File: src/rtl/spi_slave_rx.sv
// SPI mode-3 slave receiver: oversamples sclk/cs_n/mosi in the clk domain, shifts one
// DATA_W-bit word per frame MSB first, hands it off on valid/ready and returns tx_data on miso.
module spi_slave_rx #(
    parameter int unsigned DATA_W   = 16,
    parameter int unsigned SYNC_STG = 2
) (
    input  logic              clk,
    input  logic              reset,
    input  logic              sclk,
    input  logic              cs_n,
    input  logic              mosi,
    output logic              miso,
    output logic              miso_oe,
    input  logic [DATA_W-1:0] tx_data,
    output logic [DATA_W-1:0] rx_data,
    output logic              rx_valid,
    input  logic              rx_ready,
    output logic              rx_ovr,
    output logic              frame_err,
    output logic              busy,
    output logic [4:0]        bit_cnt
);

    typedef enum logic [1:0] {
        IDLE,
        ACTIVE,
        HOLD
    } state_e;

    state_e              state_q;
    logic [SYNC_STG-1:0] sclk_sync_q;
    logic [SYNC_STG-1:0] cs_sync_q;
    logic [SYNC_STG-1:0] mosi_sync_q;
    logic                sclk_prev_q;
    logic                cs_prev_q;
    logic [DATA_W-1:0]   rx_shift_q;
    logic [DATA_W-1:0]   tx_shift_q;
    logic [DATA_W-1:0]   rx_data_q;
    logic                rx_valid_q;
    logic                rx_ovr_q;
    logic                frame_err_q;
    logic                miso_oe_q;
    logic [4:0]          bit_cnt_q;

    logic                sclk_s;
    logic                cs_s;
    logic                mosi_s;
    logic                sclk_rise;
    logic                sclk_fall;
    logic                cs_rise;
    logic                cs_fall;
    logic [DATA_W-1:0]   rx_shift_d;
    logic [4:0]          bit_cnt_d;

    assign sclk_s     = sclk_sync_q[SYNC_STG-1];
    assign cs_s       = cs_sync_q[SYNC_STG-1];
    assign mosi_s     = mosi_sync_q[SYNC_STG-1];
    assign sclk_rise  = sclk_s & ~sclk_prev_q;
    assign sclk_fall  = ~sclk_s & sclk_prev_q;
    assign cs_rise    = cs_s & ~cs_prev_q;
    assign cs_fall    = ~cs_s & cs_prev_q;
    assign rx_shift_d = {rx_shift_q[DATA_W-2:0], mosi_s};
    assign bit_cnt_d  = bit_cnt_q + 5'd1;

    always_ff @(posedge clk or negedge reset) begin
        if (!reset) begin
            state_q     <= IDLE;
            sclk_sync_q <= '1;
            cs_sync_q   <= '1;
            mosi_sync_q <= '0;
            sclk_prev_q <= 1'b1;
            cs_prev_q   <= 1'b1;
            rx_shift_q  <= '0;
            tx_shift_q  <= '0;
            rx_data_q   <= '0;
            rx_valid_q  <= 1'b0;
            rx_ovr_q    <= 1'b0;
            frame_err_q <= 1'b0;
            miso_oe_q   <= 1'b0;
            bit_cnt_q   <= '0;
        end else begin
            sclk_sync_q <= {sclk_sync_q[SYNC_STG-2:0], sclk};
            cs_sync_q   <= {cs_sync_q[SYNC_STG-2:0], cs_n};
            mosi_sync_q <= {mosi_sync_q[SYNC_STG-2:0], mosi};
            sclk_prev_q <= sclk_s;
            cs_prev_q   <= cs_s;
            rx_ovr_q    <= 1'b0;
            frame_err_q <= 1'b0;

            if (rx_valid_q && rx_ready) rx_valid_q <= 1'b0;

            case (state_q)
                IDLE: begin
                    if (cs_fall) begin
                        tx_shift_q <= tx_data;
                        bit_cnt_q  <= '0;
                        miso_oe_q  <= 1'b1;
                        state_q    <= ACTIVE;
                    end
                end
                ACTIVE: begin
                    if (cs_rise) begin
                        frame_err_q <= 1'b1;
                        miso_oe_q   <= 1'b0;
                        tx_shift_q  <= '0;
                        bit_cnt_q   <= '0;
                        state_q     <= IDLE;
                    end else if (sclk_rise) begin
                        rx_shift_q <= rx_shift_d;
                        bit_cnt_q  <= bit_cnt_d;
                        if (bit_cnt_d == 5'(DATA_W)) begin
                            // A word accepted this same cycle frees the slot, so no overrun.
                            if (!rx_valid_q || rx_ready) begin
                                rx_data_q  <= rx_shift_d;
                                rx_valid_q <= 1'b1;
                            end else begin
                                rx_ovr_q <= 1'b1;
                            end
                            state_q <= HOLD;
                        end
                    end else if (sclk_fall && bit_cnt_q != '0) begin
                        // The leading fall launches the MSB already on miso; later falls shift.
                        tx_shift_q <= {tx_shift_q[DATA_W-2:0], 1'b0};
                    end
                end
                HOLD: begin
                    if (cs_rise) begin
                        miso_oe_q  <= 1'b0;
                        tx_shift_q <= '0;
                        bit_cnt_q  <= '0;
                        state_q    <= IDLE;
                    end
                end
                default: state_q <= IDLE;
            endcase
        end
    end

    assign miso      = tx_shift_q[DATA_W-1];
    assign miso_oe   = miso_oe_q;
    assign rx_data   = rx_data_q;
    assign rx_valid  = rx_valid_q;
    assign rx_ovr    = rx_ovr_q;
    assign frame_err = frame_err_q;
    assign busy      = (state_q != IDLE);
    assign bit_cnt   = bit_cnt_q;

endmodule

File: config.mk
export PLATFORM = sky130hd
export DESIGN_NAME = spi_slave_rx
export DESIGN_NICKNAME = d
export VERILOG_FILES = /design/src/rtl/spi_slave_rx.sv
export SDC_FILE = /design/constraint.sdc
export NUM_CORES = 1
export LEC_CHECK = 0
export ABC_AREA = 1
export CAP_MARGIN = 20
export CORE_UTILIZATION = 59
export CTS_BUF_LIST = sky130_fd_sc_hd__clkbuf_4 sky130_fd_sc_hd__clkbuf_8
export CTS_CLUSTER_DIAMETER = 80
export DETAILED_ROUTE_END_ITERATION = 8
export GPL_TIMING_DRIVEN = 0
export MAX_ROUTING_LAYER = met4
export PLACE_DENSITY_LB_ADDON = 0.15
export SYNTH_ARGS = -nofsm -noshare
export SYNTH_HDL_FRONTEND = slang
export SYNTH_SLANG_ARGS = --single-unit
File: constraint.sdc
create_clock -name clk -period 2.7 [get_ports clk]
set_clock_uncertainty 0.2 [all_clocks]
set_input_delay 0.405 -clock clk [delete_from_list [all_inputs] [get_ports clk]]
set_output_delay 0.405 -clock clk [all_outputs]
set_load 0.02 [all_outputs]
=== After elaboration in Yosys (flattened, before gate mapping) ===
Index checks and enable logic that the tools add are counted.

* Flip-flop bits (word level): 66
* Bits of input ports: 22
* Output and inout port bits: 27
* Word-level logic and storage cells: 83

* Add/subtract/negate cells: 1
* Equality and inequality tests: 10
* Muxes and demuxes: 33
* Bitwise gates (word level): 9
* Reduce and logical (&&, ||, !) cells: 16

{| class="wikitable"
|+ Operators with widths
! cell !! count
|-
| $mux W16 || 5
|-
| $pmux W16 S3 || 1
|-
| $mux W5 || 4
|-
| $mux W1 || 15
|-
| $pmux W5 S3 || 1
|-
| $ne A3 B3 Y1 const B || 4
|-
| $mux W2 || 5
|-
| $reduce_and A5 Y1 || 2
|-
| $reduce_and A4 Y1 || 2
|-
| $pmux W2 S3 || 1
|-
| $reduce_and A3 Y1 || 2
|-
| $add A5 B1 Y5 const B || 1
|-
| $eq A5 B5 Y1 const B || 1
|-
| $not A1 Y1 || 5
|-
| $reduce_bool A5 Y1 || 1
|-
| $and A1 B1 Y1 || 4
|-
| $ne A2 B2 Y1 const B || 2
|-
| $reduce_bool A2 Y1 || 2
|-
| $reduce_bool A3 Y1 || 1
|-
| $eq A2 B1 Y1 const B || 1
|-
| $eq A2 B2 Y1 const B || 1
|-
| $logic_and A1 B1 Y1 || 2
|-
| $logic_not A2 Y1 || 1
|-
| $ne A2 B1 Y1 const B || 1
|-
| other kinds (4) || 4
|}

=== Longest topological paths before layout ===
Gate-level depths: netlist (run 1).

* Word-level depth: 7
* Gate-level depth with buffers: 10

=== Worst setup path before layout (run 1) ===
OpenSTA, ideal clock, no wires.

* Path type: register -> register
* Start: register bit_cnt_q[0] (netlist: bit_cnt[0])
* End: register rx_data_q[6] (netlist: rx_data[6])
* Library setup time: 119 ps
* Data arrival time: 1591 ps
* Data required time: 2381 ps
* Setup slack: 790 ps
* Cell stages (with the launch flop): 10
* Buffers on the path: 1
* Clock period less this slack: 1910 ps
* Cell sequence: dfrtp_1 > ha_1 > nand3_1 > nand2_1 > nand2_1 > nor2_1 > nand4_2 > buf_2 > nand2_1 > nand2_1

* Longest elaborated chain between the ends: 3

{| class="wikitable"
|+ Ends and longest elaborated chain
! what !! line !! source
|-
| start: declaration || 43 || <nowiki>logic [4:0] bit_cnt_q;</nowiki>
|-
| start signal: assignment || 110 || <nowiki>bit_cnt_q <= bit_cnt_d;</nowiki>
|-
| $add A5 B1 Y5 || 63 || <nowiki>assign bit_cnt_d = bit_cnt_q + 5'd1;</nowiki>
|-
| $eq A5 B5 Y1 || 111 || <nowiki>if (bit_cnt_d == 5'(DATA_W)) begin</nowiki>
|-
| $reduce_and A5 Y1 (no source line) || -- ||
|-
| end signal: assignment || 114 || <nowiki>rx_data_q <= rx_shift_d;</nowiki>
|-
| end: declaration || 38 || <nowiki>logic [DATA_W-1:0] rx_data_q;</nowiki>
|}

No other way between the ends.
A chain may end at the register's enable or synchronous reset.

=== Worst setup path in the final report (run 1) ===
* Start: register state_q[0]
* End: output port busy

* Longest elaborated chain between the ends: 1

{| class="wikitable"
|+ Ends and longest elaborated chain
! what !! line !! source
|-
| start: declaration || 30 || <nowiki>state_e state_q;</nowiki>
|-
| start signal: assignment || 67 || <nowiki>state_q <= IDLE;</nowiki>
|-
| start signal: assignment || 98 || <nowiki>state_q <= ACTIVE;</nowiki>
|-
| start signal: assignment || 107 || <nowiki>state_q <= IDLE;</nowiki>
|-
| $reduce_bool A2 Y1 || 145 || <nowiki>assign busy = (state_q != IDLE);</nowiki>
|-
| end: declaration || 20 || <nowiki>output logic busy,</nowiki>
|}

No other way between the ends.

==> results of run 1 <==
-- layer usage --
layer,global-route usage [%],vias up,routed length (um)
met5,-,-,0
met4,11.5,0,105
met3,4.53,11,297
met2,41.3,81,3050
met1,33.4,1161,2780
li1,-,1253,-
-- stage by stage --
| stage | utilization [%] | instance area, um^2 | std cells |
|---|---|---|---|
| global route | 78.2 | 3790 | 493 |
| global placement | 74.3 | 3600 | 476 |
| finish | 78.2 | 3790 | 493 |
| detailed placement | 74.3 | 3600 | 476 |
| CTS | 78.2 | 3790 | 493 |
| floorplan | - | 3040 | 361 |
-- worst max-delay path: cells and delay by family (launching register included) --
kind | cells | cell delay, ns
adders and majority gates | 1 | 0.26
DFF | 1 | 0.43
buffers and inverters | 3 | 0.79
-- sequential cells by signal (all words and copies together), names as in the netlist, 2 cells and up --
| signal | cells |
|---|---|
| bit_cnt | 5 |
| cs_sync_q | 2 |
| mosi_sync_q | 2 |
| rx_data | 16 |
| rx_shift_q | 15 |
| sclk_sync_q | 2 |
| state_q | 2 |
| tx_shift_q | 16 |
-- worst paths after layout --
| kind | start | end | slack [ns] |
|---|---|---|---|
| setup reg to reg | bit_cnt[0]$_DFFE_PN0P_ | rx_data[6]$_DFFE_PN0P_ | 0.58 |
| min in group asynchronous | reset | rx_data[4]$_DFFE_PN0P_ | 0.50 |
| hold reg to reg | cs_sync_q[0]$_DFF_PN1_ | cs_sync_q[1]$_DFF_PN1_ | 0.16 |
| setup / recovery | state_q[0]$_DFFE_PN0P_ | busy | 0.27 |
| hold / removal | cs_sync_q[0]$_DFF_PN1_ | cs_sync_q[1]$_DFF_PN1_ | 0.16 |
| max in group asynchronous | reset | tx_shift_q[1]$_DFFE_PN0P_ | 1.29 |
-- power by group --
part	switching, mW	internal [mW]
clock	0.362	0.399
combinational	0.839	0.504
sequential	0.135	1.19
-- cells in the final DEF, fill, tap and decap left out, drive strengths merged --
cell type	netlist	layout
clkdlybuf4s50	0	47
a21oi	15	15
clkinvlp	0	1
ha	7	7
inv	22	22
nor3	2	2
dlygate4sd3	0	1
nand4	5	5
clkinv	0	1
nand3	40	40
dfrtp	60	60
nand2	160	160
nor2	26	26
buf	9	10
dfstp	6	6
o21bai	1	1
clkbuf	4	18
o21ai	4	4
-- final cells by class --
| type | count | area share [%] |
|---|---|---|
| clock buffers | 14 | 4.42 |
| inverters | 22 | 2.18 |
| repair buffers | 49 | 12.9 |
| well taps | 67 | 2.21 |
| clock inverters | 2 | 0.330 |
| flip-flops and latches | 66 | 43.8 |
| multi-input cells | 260 | 32.1 |
| plain buffers | 13 | 2.11 |
-- what timing repair did --
action,4_1_cts,5_1_grt
hold endpoints to repair,60,0
endpoints found under the setup margin,0,0
hold buffers,1,0
resized for setup,0,0
-- kinds of logic (layout without fill, tap and decap cells) --
group                      Yosys count  after routing  share of synthesized area [%]
and+or+nand+nor                    233            233                           33.8
buffers and inverters               35            100                           5.35
DFF                                 66             66                           54.6
AOI/OAI and AO/OA                   20             20                           3.38
adders and majority gates            7              7                           2.88
==> results by group, run 1 <==
Outcome
  – Status: completed

Placement
  – HPWL after DPL: 4190 um
  – Gp weighted congestion: 0.816
  – Dpl ws: 0.519 ns
  – IO buf count: 48

Clocking
  – Worst-path clk slew: 0.07 ns
  – Maximum root-to-sink buffer count: 2
  – CTS Sinks: 66
  – Setup bufs post-CTS: 0
  – Total CTS buffers: 9
  – Root Driver: clkbuf_8
  – CTS H-tree depth: 3
  – Clk_lat worst skew: 0.34 ns
  – CTS tree: yes

Pwr
  – Total chip power: 3.43 mW
  – Power Density: 905 nW/um^2
  – Leakage: 1.95 nW
  – Max IR drop VDD: 0.611 mV

STA
  – Worst-Margin Slew: 0.798 ns
  – Setup_tns: 0 ns
  – Min Hold Slack: 0.156 ns
  – Final Hold Fails: 0
  – # setup viols final: 0
  – Final worst-path cycle share: 89.9%
  – Tmin final: 2.43 ns
  – Setup WS post-layout: 0.273 ns
  – Fmax: 412 MHz
  – Unrepaired setup endpoints after global routing: false
  – Max Slew Vio Count: 0
  – Relative slew slack: 46.8%

GRT
  – Vias in the first global route: 2346
  – First-pass GRT wire length: 10300 um
  – Global Route Usage Sum: 26.2%
  – Largest net degree at the start of global routing: 67
  – Gr ovfl total: 0
  – Initial antenna violation count: 0

Synthesis
  – Syn Area/Cell: 8.42 um^2
  – Post-synthesis cell type count: 25
  – Main synth FF type: dfrtp_1
  – Synth area leaders: dfrtp_1 49%, nand2_1 19%, nand3_1 6.4%
  – Ys async rst share: 100%
  – Yosys top cell by area: dfrtp_1
  – Synth top cells by count: 153 x nand2_1, 60 x dfrtp_1, 39 x nand3_1
  – Syn nets: 390
  – YS warnings: 0
  – Area share of the largest cell type after synthesis: 49.4%
  – Synthesized area: 3040 um^2
  – EDFF count, synth: 0
  – Count leader, synth: nand2_1
  – Synthesis-stage register bit count: 66
  – Synth Instances: 361
  – Post-synthesis sequential area ratio: 54.6%

Worst setup path
  – Slowest stage delay, CP: 0.60 ns
  – Worst-path fanout max: 5
  – Critical path type: reg2out
  – WP data arrival: 1.82 ns
  – Worst r2r path cells: 9
  – CP required: 2.10 ns
  – Critical Path Slowest Stage Cell: clkdlybuf4s50_1
  – Top cell by count, worst path: inv_1
  – CP Launch Type: flop
  – Critical Path End Type: output port
  – Critical path cell sequence: inv_1, ha_1, inv_1, clkdlybuf4s50_1

Hold path
  – Hold WC Path Type: reg2reg
  – Hold Path Stages: 0

Final layout
  – Layout area overhead: 24.7%
  – ANT cells: 0
  – Nets: 450
  – Sequential cell area: 1660 um^2
  – Fillcell total: 345
  – Multi-input gate area: 1220 um^2
  – Fraction of layout cells with a size suffix above 1: 12.0%

Floorplan
  – Die extent in x: 73.8 um
  – I/O pins: 49
  – # rows: 25
  – Core area: 4850 um^2
  – Die Ht: 73.8 um
  – Die ar.: 5440 um^2
  – Initial cell density of the core: 62.7%

Detailed routing
  – DRT iter0 DRCs: 171
  – Drt first pass iters: 6
  – Post-DRT Antenna Nets: 0
  – DR WL/cell: 12.6 um
  – Vias: 2506
  – Vias/cell: 5.08
  – Drt total wl: 6230 um
  – Drc violations: 0

Run
  – Max cap viols: 0
(Power assumes the default switching activity.)
==> run 2, diff against run 1 <==
--- a/config.mk
+++ b/config.mk
@@ -7,6 +7,7 @@
 export LEC_CHECK = 0
 export ABC_AREA = 1
 export CAP_MARGIN = 20
+export CORE_ASPECT_RATIO = 1.2
 export CORE_UTILIZATION = 59
 export CTS_BUF_LIST = sky130_fd_sc_hd__clkbuf_4 sky130_fd_sc_hd__clkbuf_8
 export CTS_CLUSTER_DIAMETER = 80
==> run 2 against run 1 <==
Net effect: sequential power barely moved; clock power rose by 34%; via count rose by 2.0%; worst setup slack improved by 0.020 ns; critical path type unchanged; largest cell class unchanged; highest routed layer unchanged.
==> results by group, run 2 (synthesized netlist as in run 1, its figures left out) <==
Outcome
  – Status: completed (unchanged)

Detailed routing
  – Drc violations: 0 (unchanged)
  – DR WL/cell: 12.6 um (about the same)
  – Post-DRT Antenna Nets: 0 (unchanged)
  – Drt first pass iters: 4 (was 6)
  – Vias/cell: 5.26 (was 5.08)
  – Drt total wl: 6120 um (was 6230 um)
  – DRT iter0 DRCs: 162 (was 171)
  – Vias: 2555 (was 2506)

Floorplan
  – # rows: 28 (was 25)
  – Die ar.: 5440 um^2 (about the same)
  – Die extent in x: 67.5 um (was 73.8 um)
  – I/O pins: 49 (unchanged)
  – Core area: 4940 um^2 (was 4850 um^2)
  – Initial cell density of the core: 61.5% (was 62.7%)
  – Die Ht: 80.6 um (was 73.8 um)

Final layout
  – Fraction of layout cells with a size suffix above 1: 12.0% (unchanged)
  – Layout area overhead: 26.6% (was 24.7%)
  – Fin util: 77.9% (was 78.2%)
  – Commonest non-fill, non-tap cell in the layout: nand2_1 (unchanged)
  – ANT cells: 0 (unchanged)
  – Multi-input gate area: 1220 um^2 (unchanged)
  – Most frequent cells in the layout: 153 x nand2_1, 60 x dfrtp_1, 47 x clkdlybuf4s50_1, 39 x nand3_1, 22 x nor2_1 (unchanged)
  – Final Cell Area: 3850 um^2 (was 3790 um^2)
  – Sequential cell area: 1660 um^2 (unchanged)
  – Nets: 450 (unchanged)
  – Fillcell total: 349 (was 345)

GRT
  – Initial antenna violation count: 0 (unchanged)
  – Global Route Usage Sum: 26.4% (was 26.2%)
  – Gr ovfl total: 0 (unchanged)
  – Vias in the first global route: 2341 (was 2346)
  – First-pass GRT wire length: 10300 um (about the same)
  – Largest net degree at the start of global routing: 67 (unchanged)

Run
  – Max cap viols: 0 (unchanged)

Clocking
  – Total CTS buffers: 9 (unchanged)
  – Root Driver: clkbuf_8 (unchanged)
  – CTS H-tree depth: 3 (unchanged)
  – Clk_lat worst skew: 0.35 ns (was 0.34 ns)
  – Maximum root-to-sink buffer count: 2 (unchanged)
  – Worst-path clk slew: 0.07 ns (about the same)
  – Post-CTS Hold Buffers: 1 (unchanged)
  – CTS tree: yes (unchanged)
  – CTS-repair resized insts: 0 (unchanged)
  – Setup bufs post-CTS: 0 (unchanged)
  – CTS Sinks: 66 (unchanged)

STA
  – Fmax: 415 MHz (was 412 MHz)
  – Final Hold Fails: 0 (unchanged)
  – # setup viols final: 0 (unchanged)
  – Relative slew slack: 46.0% (was 46.8%)
  – Final worst-path cycle share: 89.2% (was 89.9%)
  – Tmin final: 2.41 ns (was 2.43 ns)
  – Worst-Margin Slew: 0.811 ns (was 0.798 ns)
  – Unrepaired setup endpoints after global routing: false (unchanged)
  – Max Slew Vio Count: 0 (unchanged)

Hold path
  – Hold WC Path Type: reg2reg (unchanged)

Placement
  – Gp weighted congestion: 0.811 (was 0.816)
  – HPWL after DPL: 4040 um (was 4190 um)
  – IO buf count: 48 (unchanged)
  – Dpl cell area: 3590 um^2 (was 3600 um^2)

Pwr
  – Power Density: 954 nW/um^2 (was 905 nW/um^2)
  – Leakage: 1.98 nW (was 1.95 nW)
  – Max IR drop VDD: 0.652 mV (was 0.611 mV)

Worst setup path
  – CP required: 2.10 ns (about the same)
  – WP data arrival: 1.80 ns (was 1.82 ns)
  – Critical path type: reg2out (unchanged)
  – Reg2reg setup slack: 0.62 ns (was 0.58 ns)
  – Worst-path fanout max: 5 (unchanged)
  – CP Launch Type: flop (unchanged)
  – Critical Path End Type: output port (unchanged)
-- run 2: cell types whose count changed in the layout (fill, tap and decap cells not counted) --
cell	change
clkinv_2	-1
clkbuf_4	-3
clkinv_4	+2
bufinv_16	+3
clkbuf_8	-1
-- run 2: metal layers --
layer / share of wire [%] / routed length [um] / track usage [%]
met1: 45 / 2750 / 32.9
met3: 3.2 / 197 / 4.26
met2: 49 / 3020 / 41.0
met5: 0 / 0 / -
met4: 2.4 / 145 / 13.4
-- run 2: final cells by class --
class	instances	share of cell area, %
Sequential cell	66	43.1
Clock inverter	6	2.99
Clock buffer	10	3.41
Multi-Input combinational cell	260	31.6
Tap cell	60	1.95
Inverter	22	2.15
Buffer	13	2.08
Timing Repair Buffer	49	12.7
-- run 2: power by group --
group	leakage (nW)	total, mW	switching [mW]	internal, mW
clock network	0.120	1.02	0.397	0.627
logic	0.999	1.33	0.821	0.504
registers	0.861	1.32	0.132	1.19
total	1.98	3.67	1.35	2.32
-- run 2: path summary, 6_finish.rpt --
| kind | from | endpoint | depth (start not counted) |
|---|---|---|---|
| hold reg to reg | mosi_sync_q[0]$_DFF_PN0_ | mosi_sync_q[1]$_DFF_PN0_ | 0 |
| setup / recovery | state_q[0]$_DFFE_PN0P_ | busy | 4 |
| max in group asynchronous | reset | tx_shift_q[12]$_DFFE_PN0P_ | 2 |
| min in group asynchronous | reset | rx_data[3]$_DFFE_PN0P_ | 2 |
| setup reg to reg | state_q[0]$_DFFE_PN0P_ | tx_shift_q[0]$_DFFE_PN0P_ | 9 |
| hold / removal | mosi_sync_q[0]$_DFF_PN0_ | mosi_sync_q[1]$_DFF_PN0_ | 0 |
-- run 2: through the flow --
stage | instances | hold slack, ns | worst slack [ns] | power (mW) | TNS [ns]
after global placement | 469 | 0.136 | -1.09 | 2.61 | -67.62
after CTS | 486 | 0.149 | 0.296 | 3.68 | 0
after floorplan | 361 | -0.0906 | 0.790 | 2.30 | 0
after global routing | 486 | 0.161 | 0.221 | 3.93 | 0
after detailed placement | 469 | 0.138 | 0.516 | 2.65 | 0
final | 486 | 0.146 | 0.293 | 3.67 | 0
-- run 2: critical path: stages (launching register included) --
cell	delay (ns)
dfrtp_1	0.41
inv_1	0.08
ha_1	0.27
inv_1	0.09
clkdlybuf4s50_1	0.60
